--- src/rtl/instr_fetch.sv ---
// instr_fetch: PC/request generator with in-flight PC tracking and a small instruction buffer
module instr_fetch #(
  parameter logic [31:0] RESET_PC = 32'h0000_0000,
  parameter int DEPTH = 2
) (
  input  logic        clk,
  input  logic        rst,
  output logic        imem_req,
  output logic [31:0] imem_addr,
  input  logic        imem_gnt,
  input  logic        imem_rvalid,
  input  logic [31:0] imem_rdata,
  output logic        instr_valid,
  output logic [31:0] instruction,
  output logic [6:0]  opcode,
  output logic [31:0] pc_out,
  input  logic        instr_ready,
  input  logic        redirect,
  input  logic [31:0] redirect_target
);
  localparam int CW = $clog2(DEPTH + 1);
  localparam int AW = DEPTH > 1 ? $clog2(DEPTH) : 1;
  typedef enum logic [1:0] {IDLE, RUN, DRAIN} state_t;
  state_t state, state_n;
  logic [31:0] fpc;
  logic [CW-1:0] outstanding, out_n, fcnt, fcnt_n;
  logic [CW:0] total;
  logic [AW-1:0] wp, rp, iwp, irp;
  logic [31:0] fifo_pc [DEPTH];
  logic [31:0] fifo_word [DEPTH];
  logic [31:0] inflight [DEPTH];
  logic grant, resp, push, pop;
  function automatic logic [AW-1:0] inc(input logic [AW-1:0] p);
    return p == AW'(DEPTH - 1) ? '0 : p + 1'b1;
  endfunction
  // Credit covers both in-flight and buffered words, so a push never finds the buffer full
  assign total       = {1'b0, outstanding} + {1'b0, fcnt};
  assign imem_req    = state == RUN && !redirect && total < (CW+1)'(DEPTH);
  assign imem_addr   = fpc;
  assign grant       = imem_req & imem_gnt;
  assign resp        = imem_rvalid && outstanding != '0;
  assign push        = resp && state == RUN && !redirect;
  assign instr_valid = fcnt != '0;
  assign pop         = instr_valid & instr_ready;
  assign instruction = instr_valid ? fifo_word[rp] : '0;
  assign pc_out      = instr_valid ? fifo_pc[rp] : '0;
  assign opcode      = instruction[6:0];
  assign out_n       = outstanding + CW'(grant) - CW'(resp);
  assign fcnt_n      = redirect ? '0 : fcnt + CW'(push) - CW'(pop);
  // Responses still owed after a redirect belong to the old path and are drained
  always_comb begin
    state_n = state == IDLE ? RUN :
              state == RUN  ? (redirect && out_n != '0 ? DRAIN : RUN) :
                              (redirect || out_n != '0 ? DRAIN : RUN);
  end
  always_ff @(posedge clk or posedge rst) begin
    if (rst) begin
      state       <= IDLE;
      fpc         <= RESET_PC;
      outstanding <= '0;
      fcnt        <= '0;
      wp          <= '0;
      rp          <= '0;
      iwp         <= '0;
      irp         <= '0;
    end else begin
      state       <= state_n;
      outstanding <= out_n;
      fcnt        <= fcnt_n;
      fpc         <= redirect ? redirect_target & ~32'h3 : grant ? fpc + 32'd4 : fpc;
      iwp         <= grant ? inc(iwp) : iwp;
      irp         <= resp ? inc(irp) : irp;
      wp          <= push ? inc(wp) : wp;
      rp          <= redirect ? wp : pop ? inc(rp) : rp;
    end
  end
  always_ff @(posedge clk) begin
    if (grant) inflight[iwp] <= fpc;
    if (push) begin
      fifo_pc[wp]   <= inflight[irp];
      fifo_word[wp] <= imem_rdata;
    end
  end
endmodule
--- config.mk ---
export PLATFORM = sky130hd
export DESIGN_NAME = instr_fetch
export DESIGN_NICKNAME = d
export VERILOG_FILES = /design/src/rtl/instr_fetch.sv
export SDC_FILE = /design/constraint.sdc
export NUM_CORES = 1
export LEC_CHECK = 0
export CAP_MARGIN = 15
export CORE_UTILIZATION = 40
export CTS_CLUSTER_SIZE = 14
export DETAILED_ROUTE_END_ITERATION = 10
export SYNTH_ARGS = -nofsm -noshare
export SYNTH_HDL_FRONTEND = slang
export SYNTH_SLANG_ARGS = --single-unit
--- constraint.sdc ---
create_clock -name clk -period 6.1 [get_ports clk]
set_input_delay 1.83 -clock clk [delete_from_list [all_inputs] [get_ports clk]]
set_output_delay 1.83 -clock clk [all_outputs]
set_load 0.005 [all_outputs]
==> results of run 1 <==
==> kinds of logic (layout without fill, tap and decap cells) <==
family	Yosys count	count (layout)	share of synthesized area
adder cells (fa/ha/maj)	6	6	0.00893
XOR/XNOR	15	15	0.0142
multiplexers	96	96	0.108
buffers and inverters	48	233	0.0264
AND/OR/NAND/NOR	171	171	0.0955
AO/OA/AOI/OAI	56	56	0.0410
flip-flops	224	224	0.706
other	1	4	0.000405
==> sequential cells by signal (all words and copies together), names as in the netlist, 2 cells and up <==
name         flops
imem_addr       30
outstanding      2
fifo_pc         60
fifo_word       64
state            2
inflight        60
fcnt             2
==> final timing paths <==
path | depth (start not counted) | end | slack (ns) | start
setup / recovery | 4 | imem_req | 1.36 | redirect
hold / removal | 1 | iwp | 0.51 | iwp
setup reg to reg | 13 | state[1] | 2.93 | fcnt[0]
hold reg to reg | 1 | iwp | 0.51 | iwp
max in group asynchronous | 3 | rp | 3.90 | rst
min in group asynchronous | 3 | state[0] | 1.78 | rst
==> routing by layer <==
metal / wire length, um / vias up
met5: 0 / -
met4: 395 / 0
met3: 1020 / 29
met2: 9910 / 195
met1: 8520 / 2784
li1: - / 2640
==> power by group <==
| part | switching, W | internal (W) | total [W] |
|---|---|---|---|
| combinational | 0.000482 | 0.000633 | 0.00112 |
| sequential | 0.000135 | 0.00178 | 0.00191 |
| clock | 0.000552 | 0.000866 | 0.00142 |
| total | 0.00117 | 0.00328 | 0.00445 |
==> worst max-delay path, stage by stage <==
cell and delay [ns]:
buf_2 0.11, nor3b_2 0.30, and2_1 0.18, clkdlybuf4s50_1 0.50
==> layout by cell type (no fill, tap or decap), drive strengths merged, types with 5 or more instances in the layout <==
cell type and instances:
clkbuf 34, nand4 14, inv 11, mux2i 66, nor4 5, and3 6
o21ai 24, edfxtp 184, buf 11, nand2 27, nand3 14, and2 5
xnor2 7, clkdlybuf4s50 167, clkinv 8, nor3b 5, nand2b 5, ha 5
a21oi 5, nor2 76, mux2 30, xor2 8, a221o 9, dfrtp 40
==> cell type report <==
| cell class | count | share of cell area |
|---|---|---|
| Timing Repair Buffer | 178 | 0.148 |
| Tap cell | 285 | 0.0297 |
| Clock inverter | 10 | 0.00772 |
| Inverter | 11 | 0.00344 |
| Sequential cell | 224 | 0.544 |
| Multi-Input combinational cell | 348 | 0.209 |
| Clock buffer | 34 | 0.0575 |
==> stage by stage <==
stage,setup slack (ns),instance area [um^2]
final,1.36,12000
after detailed placement,1.38,11200
after global routing,1.27,12000
after floorplan,0.844,9260
after CTS,1.36,12000
after global placement,1.39,11200
==> impl_metrics.yaml, run 1 <==
outcome:
  status: "complete, no violations"
timing:
  fin_skew_ns: 0.0115
  setup_viol: 0
  rsz0062_at_grt: "false"
  tns_ns: 0
  slew_violations: 0
  worstMarginPinSlew_ns: 1.01
  finalHoldViolCount: 0
  timing.final.crit_share: 0.777
  hold_slack_ns: 0.512
  relSlewSlack: 0.325
  final.min_clock_period_ns: 4.74
  max_freq_ghz: 0.211
global_routing:
  busiest_layer: "met2"
  gr-usage-met1: 0.215
  met3_usage: 0.0265
  grt_util_met2: 0.294
  grt_overflow: 0
  grt_pass1_wl_mm: 31.5
  antenna_found_initial: 0
  grt_pass1_vias: 5890
  grtUsageTotal: 0.169
  grt_max_degree: 64
synth:
  async_reset_ff_frac: 0.179
  synth_warnings: 0
  synthTopCellsByCount: "edfxtp_1 (184), nor2_1 (76), mux2i_1 (66)"
  ys_seq_elements: 224
  yosysSeqAreaShare: 0.706
  syn_avg_cell_area_um2: 15.0
  syn_inst: 617
  syn_area_um2: 9250
  ys.flop_type: "edfxtp_1"
  yosys-top-cells-area: "edfxtp_1 (60%), dfrtp_1 (11%), mux2i_1 (7.1%), mux2_2 (3.7%), nor2_1 (3.1%)"
  synth_cell_types: 51
  synth-edff-count: 184
  yosysTopAreaCellShare: 0.597
  yosys.area.top_type: "edfxtp_1"
  yosysMostFrequentCell: "edfxtp_1"
floorplanning:
  die_x_um: 154
  fp.dieH_um: 154
  die_area_um2: 23700
  rows: 55
  start_util: 0.409
  coreArea_um2: 22600
  io_pins: 175
critical_path:
  end_kind: "output port"
  criticalPathCategory: "in2out"
  worst_ep_arrival_time_ns: 2.91
  crit_required_ns: 4.27
  cp-start-kind: "input pin"
  path_max_fanout: 4
drt:
  num_vias: 5648
  drtIter0Drc: 298
  drc_errors: 0
  drtAntennaViolNets: 0
  dr.pass1.iters: 5
  viasPerCell: 5.18
  wl_mm: 19.8
  routedWlPerCell_um: 18.2
run:
  max_cap_violations: 0
placement:
  port_buffers: 168
  gp_congestion: 0.780
  dpl.cell_count: 1045
  hpwl_mm: 12.5
clocking:
  clock_latency_ns: 0.51
  cts.clk_slew.worst_paths_ns: 0.06
  clock-sinks: 224
  cts_max_level: 1
  postCtsSetupRepairBufs: 0
  cts_made_buffers: 24
  cts_hold_buf: 0
  postCtsResizedCells: 0
  cts_tree: "done"
  ctsLongestPathBuffers: 3
  root_buffer: "clkbuf_16"
power_and_ir_drop:
  p_total_w: 0.00445
  vdd_drop_max_uv: 180
  p_leak_nw: 4.23
  p_per_area_nw_per_um2: 371
layout:
  register_area_um2: 6530
  fin_cells: 1090
  multi_input_area_um2: 2510
  layout-drive-gt1-share: 0.111
  fillCellCount: 1849
  area_delta_synth_final_pct: 29.7
  post-route-util: 0.530
  antenna_cells: 0
  final_nets: 863
hold_path:
  hold_path.class: "reg2reg"
Note: power is estimated with default switching activity, not from simulation.
==> inputs of run 2 (changes only) <==
--- a/config.mk
+++ b/config.mk
@@ -9,6 +9,7 @@
 export CORE_UTILIZATION = 40
 export CTS_CLUSTER_SIZE = 14
 export DETAILED_ROUTE_END_ITERATION = 10
+export PLACE_DENSITY = 0.66
 export SYNTH_ARGS = -nofsm -noshare
 export SYNTH_HDL_FRONTEND = slang
 export SYNTH_SLANG_ARGS = --single-unit
==> constraint.sdc (replaced) <==
create_clock -name clk -period 3.95 [get_ports clk]
set_input_delay 1.185 -clock clk [delete_from_list [all_inputs] [get_ports clk]]
set_output_delay 1.185 -clock clk [all_outputs]
set_load 0.005 [all_outputs]
==> run 2 against run 1 <==
Compared with the run above: global-route usage shrank 0.34 points; cell area is 0.14% higher; clock skew grew 0.0041 ns; worst hold slack better by 0.0078 ns; largest cell class unchanged; largest power group unchanged.
==> impl_metrics.yaml, run 2 (synthesis results as in run 1) <==
outcome:
  status: "complete, no violations"
floorplanning:
  io_pins: 175
  die_area_um2: 23700
  start_util: 0.409
  rows: 55
  fp.dieH_um: 154
  die_x_um: 154
  coreArea_um2: 22600
power_and_ir_drop:
  p_leak_nw: 4.25
  clock_power_share: 0.308
  p_per_area_nw_per_um2: 563
  p_int_w: 0.00495
  vdd_drop_max_uv: 324
  p_sw_frac: 0.269
  seqPwrFrac: 0.439
  p_sw_w: 0.00182
  combPwrFrac: 0.253
timing:
  tns_ns: 0
  relSlewSlack: 0.525
  timing.final.crit_share: 0.913
  fin_skew_ns: 0.0155
  setup_viol: 0
  slew_violations: 0
  finalHoldViolCount: 0
  worstMarginPinSlew_ns: 0.713
  final.min_clock_period_ns: 3.61
  rsz0062_at_grt: "false"
  max_freq_ghz: 0.277
clocking:
  clock_latency_ns: 0.52
  cts_max_level: 1
  cts.clk_slew.worst_paths_ns: 0.06
  ctsLongestPathBuffers: 3
  clock-sinks: 224
  postCtsSetupRepairBufs: 0
  cts_hold_buf: 0
  root_buffer: "clkbuf_16"
  postCtsResizedCells: 0
  cts_tree: "done"
  cts_made_buffers: 25
layout:
  regMostFlops: "fifo_word"
  layout-drive-gt1-share: 0.122
  fillCellCount: 1888
  final_nets: 869
  reg_top3: "fifo_word (64), fifo_pc (60), inflight (60)"
  post-route-util: 0.530
  final_cell_mix: "edfxtp_1 (184), clkdlybuf4s50_1 (167), nor2_1 (73)"
  layout_commonest_cell: "edfxtp_1"
  antenna_cells: 0
  area_delta_synth_final_pct: 29.9
  largest_reg_flops: 64
critical_path:
  worst_ep_arrival_time_ns: 2.42
  end_kind: "output port"
  crit_required_ns: 2.76
  criticalPathCategory: "reg2out"
  slowest_delay_ns: 0.77
  crit_buf_inv: 2
  path_cells: "buf_4 > mux2i_1 > nor2_1 > clkdlybuf4s50_1"
  cp-start-kind: "flip-flop"
  critPathSlowestCell: "dfrtp_4"
  crit_family: "buffers and inverters"
  path_max_fanout: 26
global_routing:
  grt_overflow: 0
  antenna_found_initial: 0
  grtUsageTotal: 0.166
  grt_max_degree: 63
  grt_pass1_wl_mm: 30.6
  grt_pass1_vias: 5776
drt:
  dr.pass1.iters: 5
  drtAntennaViolNets: 0
  drc_errors: 0
  drtIter0Drc: 284
  viasPerCell: 5.08
  routedWlPerCell_um: 17.6
  num_vias: 5568
  wl_mm: 19.3
placement:
  hpwl_mm: 12.6
  port_buffers: 168
  gp_congestion: 0.740
run:
  max_cap_violations: 0
hold_path:
  hold_path.class: "reg2reg"
==> run 2: cell type report <==
class                   count  area, um^2  share of cell area
inverters                  11        41.3             0.00344
clock buffers              27         633              0.0527
clock inverters            18         114             0.00948
flip-flops and latches    224        6530               0.544
well taps                 285         357              0.0297
multi-input cells         348        2510               0.209
repair buffers            183        1830               0.152
==> run 2: routing by layer <==
layer | global-route usage | up-vias | routed length [um]
met2 | 0.284 | 172 | 9530
met4 | 0.0705 | 0 | 541
met3 | 0.0313 | 39 | 1080
li1 | - | 2648 | -
met5 | 0 | - | 0
met1 | 0.205 | 2709 | 8170
==> run 2: through the flow <==
step	hold slack, ns	cells	setup slack, ns	area [um^2]	power, W
after floorplan	0.460	620	0.259	9260	0.00388
after global placement	0.491	1051	0.553	11300	0.00470
after detailed placement	0.510	1051	0.578	11300	0.00475
after CTS	0.517	1096	0.308	12000	0.00686
after global routing	0.541	1096	0.184	12000	0.00709
final	0.519	1096	0.345	12000	0.00676
==> run 2: path summary, 6_finish.rpt <==
path	start	endpoint	slack, ns	depth (start not counted)
setup / recovery	rp	pc_out[19]	0.34	4
hold / removal	iwp	iwp	0.52	1
setup reg to reg	fcnt[0]	state[1]	1.25	12
hold reg to reg	iwp	iwp	0.52	1
max in group asynchronous	rst	rp	2.44	3
min in group asynchronous	rst	imem_addr[8]	1.10	3
==> run 2: power groups by stage <==
stage                     sequential (W)  clock, W  combinational [W]
final                            0.00297   0.00208            0.00171
after global routing             0.00299   0.00223            0.00187
after CTS                        0.00297   0.00214            0.00174
after detailed placement         0.00302         0            0.00173
after global placement           0.00301         0            0.00169
after floorplan                  0.00289         0           0.000987
==> inputs of run 3 (changes only) <==
--- a/config.mk
+++ b/config.mk
@@ -6,6 +6,7 @@
 export NUM_CORES = 1
 export LEC_CHECK = 0
 export CAP_MARGIN = 15
+export CORE_MARGIN = 2
 export CORE_UTILIZATION = 40
 export CTS_CLUSTER_SIZE = 14
 export DETAILED_ROUTE_END_ITERATION = 10
==> run 3 against run 2 <==
Compared with the run above: core utilization grew 0.14 points; worst hold slack lost 0.0052 ns; via count grew 1.3%; non-clock buffer count grew 2; worst setup slack lost 0.023 ns; cell count is essentially flat; flip-flop and latch count is the same; register-to-register slack gained 0.08 ns; die area grew 2.6%.
==> impl_metrics.yaml, run 3 (synthesis results as in run 1) <==
critical_path:
  end_kind: "output port"
  path_cells: "buf_4 > mux2i_1 > nor2_1 > clkdlybuf4s50_1"
  crit_required_ns: 2.76
  path_max_fanout: 28
  crit_family: "buffers and inverters"
  cp-start-kind: "flip-flop"
  criticalPathCategory: "reg2out"
  worst_ep_arrival_time_ns: 2.44
  slowest_delay_ns: 0.80
  critPathSlowestCell: "dfrtp_4"
  crit_buf_inv: 2
timing:
  timing.final.crit_share: 0.919
  rsz0062_at_grt: "false"
  finalHoldViolCount: 0
  tns_ns: 0
  max_freq_ghz: 0.276
  slew_violations: 0
  fin_skew_ns: 0.0119
  relSlewSlack: 0.619
  final.min_clock_period_ns: 3.63
  worstMarginPinSlew_ns: 0.572
  setup_viol: 0
floorplanning:
  coreArea_um2: 22600
  start_util: 0.409
  io_pins: 175
  rows: 55
  fp.dieH_um: 156
  die_x_um: 156
  die_area_um2: 24400
placement:
  port_buffers: 168
  hpwl_mm: 13.0
  gp_congestion: 0.732
drt:
  num_vias: 5643
  dr.pass1.iters: 5
  viasPerCell: 5.15
  wl_mm: 19.6
  drtAntennaViolNets: 0
  drtIter0Drc: 287
  routedWlPerCell_um: 17.9
  drc_errors: 0
layout:
  area_delta_synth_final_pct: 30.2
  post-route-util: 0.532
  final_cell_mix: "edfxtp_1 (184), clkdlybuf4s50_1 (167), nor2_1 (73)"
  reg_top3: "fifo_word (64), fifo_pc (60), inflight (60)"
  regMostFlops: "fifo_word"
  largest_reg_flops: 64
  final_nets: 870
  layout-drive-gt1-share: 0.117
  layout_commonest_cell: "edfxtp_1"
  antenna_cells: 0
  fillCellCount: 1855
clocking:
  cts_tree: "done"
  root_buffer: "clkbuf_16"
  cts_made_buffers: 24
  postCtsResizedCells: 0
  cts_hold_buf: 0
  cts.clk_slew.worst_paths_ns: 0.06
  postCtsSetupRepairBufs: 0
  cts_max_level: 1
  ctsLongestPathBuffers: 3
  clock-sinks: 224
  clock_latency_ns: 0.51
global_routing:
  grt_pass1_vias: 5839
  grt_pass1_wl_mm: 30.6
  grt_overflow: 0
  grtUsageTotal: 0.160
  grt_max_degree: 63
  antenna_found_initial: 0
power_and_ir_drop:
  p_per_area_nw_per_um2: 566
  p_leak_nw: 4.26
  vdd_drop_max_uv: 283
run:
  max_cap_violations: 0
outcome:
  status: "complete, no violations"
hold_path:
  hold_path.class: "reg2reg"
[run 3: path summary, 6_finish.rpt]
check,startpoint,to,slack [ns],depth (start not counted)
worst min-delay path,iwp,iwp,0.51,1
worst max register to register,fcnt[0],state[1],1.33,12
min in group asynchronous,rst,imem_addr[2],1.12,3
max in group asynchronous,rst,rp,2.42,3
worst min register to register,iwp,iwp,0.51,1
worst max-delay path,rp,instruction[0],0.32,4
[run 3: area by class of cell]
class / instances / area [um^2] / area share
sequential: 224 / 6530 / 0.542
multi-input combinational: 348 / 2510 / 0.208
inverter: 11 / 41.3 / 0.00343
timing repair buffer: 185 / 1850 / 0.154
tap: 285 / 357 / 0.0296
clock inverter: 11 / 103 / 0.00852
clock buffer: 31 / 648 / 0.0538
[run 3: metrics by stage]
step                setup slack [ns]  hold WS (ns)  power (W)  area (um^2)  cells
finish                         0.322         0.514    0.00682        12000   1095
floorplan                      0.259         0.460    0.00388         9260    620
global route                   0.166         0.533    0.00715        12000   1095
global placement               0.540         0.496    0.00473        11300   1053
detailed placement             0.561         0.502    0.00478        11300   1053
CTS                            0.279         0.511    0.00691        12000   1095
[run 3: worst reg2reg max path, cell delays in order (launching register included)]
cell     delay (ns)
dfrtp_1        0.42
and2_1         0.17
fa_1           0.43
nor2_1         0.13
and3_1         0.19
inv_1          0.06
ha_1           0.27
inv_1          0.03
ha_1           0.17
xnor2_1        0.13
xnor2_1        0.15
o22a_1         0.20
a21o_1         0.16
[run 3: layer usage]
layer  track usage  up-vias  wire length, um
met2         0.280      174             9760
met4        0.0559        0              472
met3        0.0306       28             1180
met1         0.199     2802             8160
met5             0        -                0
li1              -     2639                -
[run 3: where the power goes]
| part | internal, W | switching, W | leakage [nW] | total, W |
|---|---|---|---|---|
| clock | 0.00128 | 0.000845 | 0.367 | 0.00212 |
| sequential | 0.00275 | 0.000215 | 2.14 | 0.00296 |
| combinational | 0.000995 | 0.000734 | 1.75 | 0.00173 |
| total | 0.00502 | 0.00179 | 4.26 | 0.00682 |
